==> src/rtl/sha256_msg_padder_pkg.sv <==
// ---------------------------------------------------------------------------
// sha256_pkg
// Shared constants, state encodings and small helpers for the SHA-256
// message padder. The padder imports this package with import sha256_pkg::*.
//   SHA_BLOCK_WORDS : words per 512-bit block
//   LEN_HI_IDX      : word index carrying bit-length [63:32]
//   LEN_LO_IDX      : word index carrying bit-length [31:0]
//   PAD_WORD        : 0x80 terminator when it starts a fresh word
//   PAD_BYTE        : 0x80 terminator when it shares a word with message bytes
// ---------------------------------------------------------------------------
package sha256_pkg;

  localparam int         SHA_BLOCK_WORDS = 16;
  localparam logic [3:0] LEN_HI_IDX      = 4'(SHA_BLOCK_WORDS - 2);
  localparam logic [3:0] LEN_LO_IDX      = 4'(SHA_BLOCK_WORDS - 1);
  localparam logic [31:0] PAD_WORD       = 32'h8000_0000;
  localparam logic [7:0]  PAD_BYTE       = 8'h80;

  // Padder FSM encodings, kept as plain constants for legacy compatibility
  typedef logic [2:0] state_t;
  localparam state_t ST_DATA   = 3'd0;
  localparam state_t ST_PAD80  = 3'd1;
  localparam state_t ST_ZERO   = 3'd2;
  localparam state_t ST_LEN_HI = 3'd3;
  localparam state_t ST_LEN_LO = 3'd4;

  // Place a byte into a 32-bit word at big-endian lane pos (0 = bits [31:24])
  function automatic logic [31:0] place_byte(input logic [7:0] b, input logic [1:0] pos);
    return {b, 24'h00_0000} >> {pos, 3'b000};
  endfunction

  // After emitting the word at index idx during padding: if the length pair is
  // next, go write it; otherwise keep zero filling (possibly into a new block).
  function automatic state_t next_fill_state(input logic [3:0] idx);
    return ((idx + 4'd1) == LEN_HI_IDX) ? ST_LEN_HI : ST_ZERO;
  endfunction

endpackage

==> src/rtl/sha256_msg_padder.sv <==
// ---------------------------------------------------------------------------
// sha256_msg_padder
// Packs a byte stream big-endian into 32-bit words and appends SHA-256
// padding (0x80, zero fill, 64-bit bit length), emitting 16-word blocks over
// a valid/ready word interface with a single output register.
// Ports:
//   clk, rst             clock; asynchronous active-low reset
//   in_data/in_valid/
//   in_last/in_ready     byte input stream, in_last marks the final byte
//   out_word/out_valid/
//   out_ready            padded word output (first byte in [31:24])
//   out_idx              word index within the block, 0..15
//   out_block_last       word 15 of any block
//   out_msg_last         word 15 of the final block of the message
//   err_overflow         sticky byte-counter wrap flag, cleared when the
//                        message's final word is consumed
// ---------------------------------------------------------------------------
module sha256_msg_padder
  import sha256_pkg::*;
#(
  parameter int LEN_W = 32
) (
  input  logic        clk,
  input  logic        rst,
  input  logic [7:0]  in_data,
  input  logic        in_valid,
  input  logic        in_last,
  output logic        in_ready,
  output logic [31:0] out_word,
  output logic        out_valid,
  input  logic        out_ready,
  output logic [3:0]  out_idx,
  output logic        out_block_last,
  output logic        out_msg_last,
  output logic        err_overflow
);

  state_t            state, state_nxt;
  logic              run;
  logic [LEN_W-1:0]  byte_cnt, cnt_base, cnt_nxt;
  logic              err_base, err_nxt;
  logic [3:0]        wc;
  logic [1:0]        bc, bc_nxt;
  logic [31:0]       acc, acc_nxt, packed_word, load_word;
  logic              load, can_load, accept, msg_done;
  logic [63:0]       bit_len;

  // run holds in_ready low until the first clock after reset release
  assign can_load    = !out_valid || out_ready;
  assign in_ready    = run && (state == ST_DATA) && can_load;
  assign accept      = in_valid && in_ready;
  assign packed_word = acc | place_byte(in_data, bc);
  assign bit_len     = {{(61-LEN_W){1'b0}}, byte_cnt, 3'b000};

  // When the final length word is consumed, the next message may already be
  // accepting its first byte in the same cycle, so it counts from zero.
  assign msg_done = out_valid && out_ready && out_msg_last;
  assign cnt_base = msg_done ? '0 : byte_cnt;
  assign err_base = msg_done ? 1'b0 : err_overflow;

  // Next-state and word-load selection
  always_comb begin
    state_nxt = state;
    load      = 1'b0;
    load_word = '0;
    acc_nxt   = acc;
    bc_nxt    = bc;
    cnt_nxt   = cnt_base;
    err_nxt   = err_base;
    case (state)
      ST_DATA: begin
        if (accept) begin
          cnt_nxt = cnt_base + LEN_W'(1);
          if (&cnt_base) err_nxt = 1'b1;
          if (in_last || bc == 2'd3) begin
            load    = 1'b1;
            acc_nxt = '0;
            bc_nxt  = '0;
            if (bc == 2'd3) begin
              load_word = packed_word;
              if (in_last) state_nxt = ST_PAD80;
            end else begin
              // Short final word carries the terminator in the next lane
              load_word = packed_word | place_byte(PAD_BYTE, bc + 2'd1);
              state_nxt = next_fill_state(wc);
            end
          end else begin
            acc_nxt = packed_word;
            bc_nxt  = bc + 2'd1;
          end
        end
      end
      ST_PAD80: begin
        if (can_load) begin
          load      = 1'b1;
          load_word = PAD_WORD;
          state_nxt = next_fill_state(wc);
        end
      end
      ST_ZERO: begin
        if (can_load) begin
          load      = 1'b1;
          load_word = '0;
          state_nxt = next_fill_state(wc);
        end
      end
      ST_LEN_HI: begin
        if (can_load) begin
          load      = 1'b1;
          load_word = bit_len[63:32];
          state_nxt = ST_LEN_LO;
        end
      end
      ST_LEN_LO: begin
        if (can_load) begin
          load      = 1'b1;
          load_word = bit_len[31:0];
          state_nxt = ST_DATA;
        end
      end
      default: state_nxt = ST_DATA;
    endcase
  end

  // State, packer and output register. wc is the index the next loaded word
  // will carry; it wraps 15->0 so it is back at 0 after the length word.
  always_ff @(posedge clk or negedge rst) begin
    if (!rst) begin
      state          <= ST_DATA;
      run            <= 1'b0;
      byte_cnt       <= '0;
      err_overflow   <= 1'b0;
      wc             <= '0;
      bc             <= '0;
      acc            <= '0;
      out_word       <= '0;
      out_valid      <= 1'b0;
      out_idx        <= '0;
      out_block_last <= 1'b0;
      out_msg_last   <= 1'b0;
    end else begin
      run          <= 1'b1;
      state        <= state_nxt;
      byte_cnt     <= cnt_nxt;
      err_overflow <= err_nxt;
      bc           <= bc_nxt;
      acc          <= acc_nxt;
      if (load) begin
        out_word       <= load_word;
        out_valid      <= 1'b1;
        out_idx        <= wc;
        out_block_last <= (wc == LEN_LO_IDX);
        out_msg_last   <= (state == ST_LEN_LO);
        wc             <= wc + 4'd1;
      end else if (out_ready) begin
        out_valid      <= 1'b0;
        out_block_last <= 1'b0;
        out_msg_last   <= 1'b0;
      end
    end
  end

endmodule

==> config.mk <==
export PLATFORM = sky130hd
export DESIGN_NAME = sha256_msg_padder
export DESIGN_NICKNAME = d
export VERILOG_FILES = /design/src/rtl/sha256_msg_padder_pkg.sv /design/src/rtl/sha256_msg_padder.sv
export SDC_FILE = /design/constraint.sdc
export NUM_CORES = 1
export LEC_CHECK = 0
export BUFFER_PORTS_ARGS = -buffer_cell sky130_fd_sc_hd__buf_2
export CAP_MARGIN = 25
export CORE_AREA = 2 2 102 104
export CTS_BUF_LIST = sky130_fd_sc_hd__clkbuf_16
export DETAILED_ROUTE_END_ITERATION = 10
export DIE_AREA = 0 0 104 106
export PLACE_DENSITY = 0.81
export SYNTH_ARGS = -nofsm -noshare
export SYNTH_HDL_FRONTEND = slang
export SYNTH_SLANG_ARGS = --single-unit
==> constraint.sdc <==
create_clock -name clk -period 2.1 [get_ports clk]
set_input_delay 0.42 -clock clk [delete_from_list [all_inputs] [get_ports clk]]
set_output_delay 0.42 -clock clk [all_outputs]
set_load 0.005 [all_outputs]
======== Word-level counts from Yosys, hierarchy flattened ========
Index checks and enable logic that the tools add are counted.
word-level totals
  register bits after elaboration ......... 114
  input bits .............................. 13
  logic and storage cells ................. 80
cells by class
  $add $sub $neg .......................... 3
  equality and inequality tests ........... 13
  shifts and indexed selects .............. 2
  multiplexer cells ....................... 33
  bitwise gates (word level) .............. 2
  reductions and logical operators ........ 15
operators with widths
  operator                 number
  $mux W32                 9
  $pmux W32 S4             1
  $or A32 B32 Y32          2
  $add A32 B1 Y32 const B  1
  $reduce_and A32 Y1       1
  $shr A32 B5 Y32          1
  $shr A32 B5 Y32 const A  1
  $mux W3                  8
  $mux W1                  12
  $pmux W3 S4              1
  $eq A4 B4 Y1 const B     2
  $eq A3 B2 Y1 const B     2
  $ne A2 B2 Y1 const B     3
  $reduce_and A6 Y1        1
  $logic_and A1 B1 Y1      5
  $add A4 B1 Y4 const B    1
  $ne A2 B1 Y1 const B     2
  $reduce_or A4 Y1         1
  $eq A3 B1 Y1 const B     1
  $eq A3 B3 Y1 const B     1
  $logic_not A3 Y1         1
  $ne A3 B3 Y1 const B     1
  $add A2 B1 Y2 const B    1
  $eq A2 B2 Y1 const B     1
  other kinds (7)          8

======== Longest topological paths before layout ========
  depth after elaboration ................. 7
  mapped depth ............................ 7
  depth with buffers taken out ............ 6

======== Least setup slack after synthesis ========
Ideal clock, no wire load.
  kind .................................... reg2reg
  from .................................... register state[1]
  to ...................................... register byte_cnt[26]
  setup time .............................. 77 ps
  arrival ................................. 2093 ps
  required time ........................... 2023 ps
  setup slack ............................. -71 ps
  stages on the path, launching flop included .. 7
  path buffers ............................ 1
  period minus slack after synthesis ...... 2171 ps
  cell sequence ........................... dfrtp_1 buf_2 or3_4 nor4_4 nand2_2 or4_1 a21oi_1
between the ends
  longest elaborated chain between the ends .. 6
ends and longest elaborated chain
  element                           line                                              RTL
  start, declared                   sha256_msg_padder.sv:38                           state_t state, state_nxt;
  start signal, assigned            sha256_msg_padder.sv:143                          state <= state_nxt;
  $logic_not A3 Y1 *                sha256_msg_padder.sv:50, sha256_msg_padder.sv:70
  $logic_and A1 B1 Y1 (2 in a row)  sha256_msg_padder.sv:50                           assign in_ready = run && (state == ST_DATA) && can_load;
  $logic_and A1 B1 Y1               sha256_msg_padder.sv:51                           assign accept = in_valid && in_ready;
  $mux W32                          sha256_msg_padder.sv:72                           if (accept) begin
  $mux W32 *                        sha256_msg_padder.sv:70                           case (state)
  via cnt_nxt[26]                   sha256_msg_padder.sv:40                           logic [LEN_W-1:0] byte_cnt, cnt_base, cnt_nxt;
  end signal, assigned              sha256_msg_padder.sv:144                          byte_cnt <= cnt_nxt;
  end, declared                     sha256_msg_padder.sv:40
The timed path passes the listed nets; every way through them passes the cells marked *.
A chain may end at the register's enable or synchronous reset.

======== Worst setup path in the final report ========
  from .................................... register state[1]
  to ...................................... output in_ready
between the ends
  longest elaborated chain between the ends .. 3
ends and longest elaborated chain
  element                           line                     RTL
  $logic_not A3 Y1                  sha256_msg_padder.sv:50
  $logic_and A1 B1 Y1 (2 in a row)  sha256_msg_padder.sv:50
  end, declared                     sha256_msg_padder.sv:28  output logic in_ready,
Every way passes these cells.

==> results by group <==
Timing
  – Final Critical Period: 2.072 ns
  – Final WS setup: 0.02781 ns
  – Worst slew pin tran: about 0.81 ns
  – Period utilization: between 90 and 100%
  – Final setup fails: 0
  – Achievable Freq: a little under 500 MHz
  – Final Hold Fails: 0
  – RSZ-0062 raised after global routing: yes
  – Max-slew violation count: 0
  – Clk_skew: between 0.007 and 0.008 ns
  – Relative slew margins: between 40% and 50%

Power
  – Seq pwr share: a little over a third
  – Net Sw Power: 2.262 mW
  – Total power: 7.265 mW
  – Static leakage: approximately 3.0 nW
  – Power share of the combinational group: between 20 and 25%
  – Sw frac: between 30 and 40%
  – Peak supply drop: 0.0007782 V
  – Clk pwr share: 41.4%
  – Internal power: around 5.0 mW
  – Pwr Density: ~1100 mW/mm^2

Global routing
  – Overflow after GRT: 0
  – Global Route Usage Sum: around 28%
  – Antenna violations before repair: 0
  – First-pass GRT wire length: approximately 24,000 um
  – Vias in the first global route: approximately 4,600
  – Largest net degree at the start of global routing: 45

Floorplanning
  – I/O Pins: 54
  – Die H: between 100 and 150 um
  – Chip width: ~100 um
  – FP Rows: 37
  – Core region area: 0.01000 mm^2
  – Die area: ~0.011 mm^2
  – Initial Util: between 50 and 60%

Yosys
  – Post-Syn Area: 0.005179 mm^2
  – Post-synth EDFFs: 0
  – Post-synth top cells: dfrtp_1, nor2_1, a21oi_1
  – Mapped Nets: roughly 530
  – Distinct cells, synth: 42
  – Synthesized flop and latch total: 114
  – Yosys top cell area share: a little under three fifths
  – Main synth FF type: dfrtp_1
  – Register area share after synthesis: a little under three fifths
  – Area leader, netlist: dfrtp_1
  – Yosys warns: 0
  – Most common cell in the netlist: dfrtp_1
  – Top cells by area, synth: dfrtp_1, a21oi_1, a221o_1
  – Post-Synthesis Cells: slightly above 500
  – Syn Area/Cell: between 10 and 15 um^2
  – FFs w/ async S/R, synth: 100.0%

Route
  – Final ANT Viol Nets: 0
  – Total number of vias: approximately 4,600
  – DR vias/cell: just over 6
  – Final WL: 14,420 um
  – DRT iter0 DRCs: around 440
  – Drt first pass iters: 7
  – # DRC: 0
  – Avg WL per Cell: between 15 and 20 um

Placed design
  – Port bufs: 53
  – HPWL after DPL: about 9600 um
  – Gpl congestion: around 0.89
  – Dpl ws: -0.06525 ns

Worst setup path
  – Arr. time, crit path: ~1.7 ns
  – Worst Path Max Fanout: 8
  – Register-to-register setup slack: 0.07 ns
  – Worst Path Required: 1.68 ns
  – Reg2reg start: state[0]$_DFFE_PN0P_
  – CP endpoint kind: primary output
  – Worst Setup EP: in_ready
  – Crit start category: flip-flop
  – FF-to-FF End: byte_cnt[26]$_DFF_PN0_
  – R2r worst-path depth: 5
  – Crit. Startpoint: state[1]$_DFFE_PN0P_
  – Setup Crit Path Kind: reg -> out

Clock network
  – Clk sink count: 114
  – CTS H-tree depth: 4
  – Clock Tree Root: clkbuf_16
  – CTS max path bufs: 2
  – Total CTS buffers: 17
  – Worst-path clk slew: approximately 0.050 ns
  – Worst-Skew Late Latency: 0.42 ns
  – CTS tree: yes

Cells and area
  – Post-layout nets: 616
  – # diodes: 0
  – Core Util, Final: about 65%
  – Syn-to-layout area delta: 25.39%
  – Layout cell share with drive strength beyond 1: roughly 23%

Outcome
  – Outcome: completed

Worst hold path
  – Hold crit path type: in -> reg
  – Hold wc startpoint: in_data[4]

Run
  – Max-Cap Viols: 0
## cell type report
type                       count  area [um^2]
clock buffer                  17        425.4
sequential                   114         2853
tap                          136        170.2
timing repair buffer          93        608.1
fill                         747         3506
inverter                       8        30.03
multi-input combinational    364         2216
clock inverter                15        191.4
## sequential cells by signal, summed over array words and instances (netlist names)
| register | flops |
|---|---|
| acc | 32 |
| byte_cnt | 32 |
| out_word | 32 |
| out_idx | 4 |
| wc | 4 |
| state | 3 |
| bc | 2 |
| err_overflow | 1 |
| out_block_last | 1 |
| out_msg_last | 1 |
| out_valid | 1 |
| run | 1 |
## repair_timing
action / in CTS / in global routing
gates resized for setup: 1 / 5
buffers inserted: 1 / 2
pin swaps: 1 / 2
hold endpoints to repair: 30 / 0
endpoints found under the setup margin: 5 / 6
hold buffers: 1 / 0
## critical path, stage by stage, from the launching register on
cell	delay, ns
dfrtp_1	0.39
buf_4	0.17
nor3_2	0.25
buf_4	0.17
and3_1	0.15
buf_2	0.11
## power by group through the flow
stage | clock network (mW) | logic [mW] | registers, mW
final | 3.01 | 1.61 | 2.65
after floorplan | 0 | 0.970 | 2.62
after CTS | 3.02 | 1.58 | 2.64
after global placement | 0 | 1.49 | 2.65
after global routing | 3.14 | 1.75 | 2.68
after detailed placement | 0 | 1.54 | 2.67
## per-stage QoR
step / hold WS (ns) / TNS [ns] / cell area [um^2] / instances
after detailed placement: 0.3882 / -0.2068 / 5816 / 711
final: 0.3760 / 0 / 6494 / 747
after global routing: 0.4004 / -0.03373 / 6494 / 747
after CTS: 0.3708 / 0 / 6455 / 745
after global placement: 0.3820 / -0.005956 / 5816 / 711
after floorplan: 0.1244 / 0 / 5179 / 516
## cell families after synthesis
group | count (synthesis) | share of synthesized area, %
other cells | 1 | 0.07241
mux | 6 | 1.256
simple gates | 195 | 18.24
compound gates | 128 | 16.38
fa+ha+maj | 5 | 1.208
xor+xnor | 29 | 4.904
flops | 114 | 55.09
buf+inv | 38 | 2.851
## layer usage
metal / track usage, % / part of all wire [%] / wire, um
met2: 44.55 / 48 / 6889
met5: 0 / 0 / 0
met3: 7.112 / 9.2 / 1327
met1: 35.51 / 40 / 5705
met4: 11.49 / 3.5 / 499
## how the worst min path moves through the flow
stage / end / slack, ns / depth (start not counted)
2_1_floorplan: acc[0]$_DFFE_PN0P_ / 0.12 / 0
3_3_place_gp: out_idx[0]$_DFFE_PN0P_ / 0.38 / 1
3_5_place_dp: out_idx[1]$_DFFE_PN0P_ / 0.39 / 1
4_1_cts: acc[28]$_DFFE_PN0P_ / 0.37 / 3
5_1_grt: acc[15]$_DFFE_PN0P_ / 0.40 / 3
6_report: acc[28]$_DFFE_PN0P_ / 0.38 / 3
## placed cells by master, fill, tap and decap left out, drive strengths merged, types with 3 or more instances in the layout
cell type | synthesis | routed
o31ai | 6 | 6
nor2 | 73 | 73
and3 | 8 | 8
nor3 | 5 | 5
clkbuf | 25 | 17
or4 | 6 | 6
and2 | 5 | 5
and4 | 3 | 3
xnor2 | 4 | 4
o21ai | 10 | 10
buf | 5 | 92
nand2 | 48 | 48
xor2 | 25 | 25
a221o | 31 | 31
clkinvlp | 0 | 4
mux2 | 4 | 4
a31oi | 8 | 8
ha | 5 | 5
dfrtp | 114 | 114
nand4 | 18 | 18
bufinv | 0 | 4
a21oi | 64 | 64
nand3 | 19 | 19
inv | 8 | 8
clkinv | 0 | 7
Power figures use the tool's default switching activity.
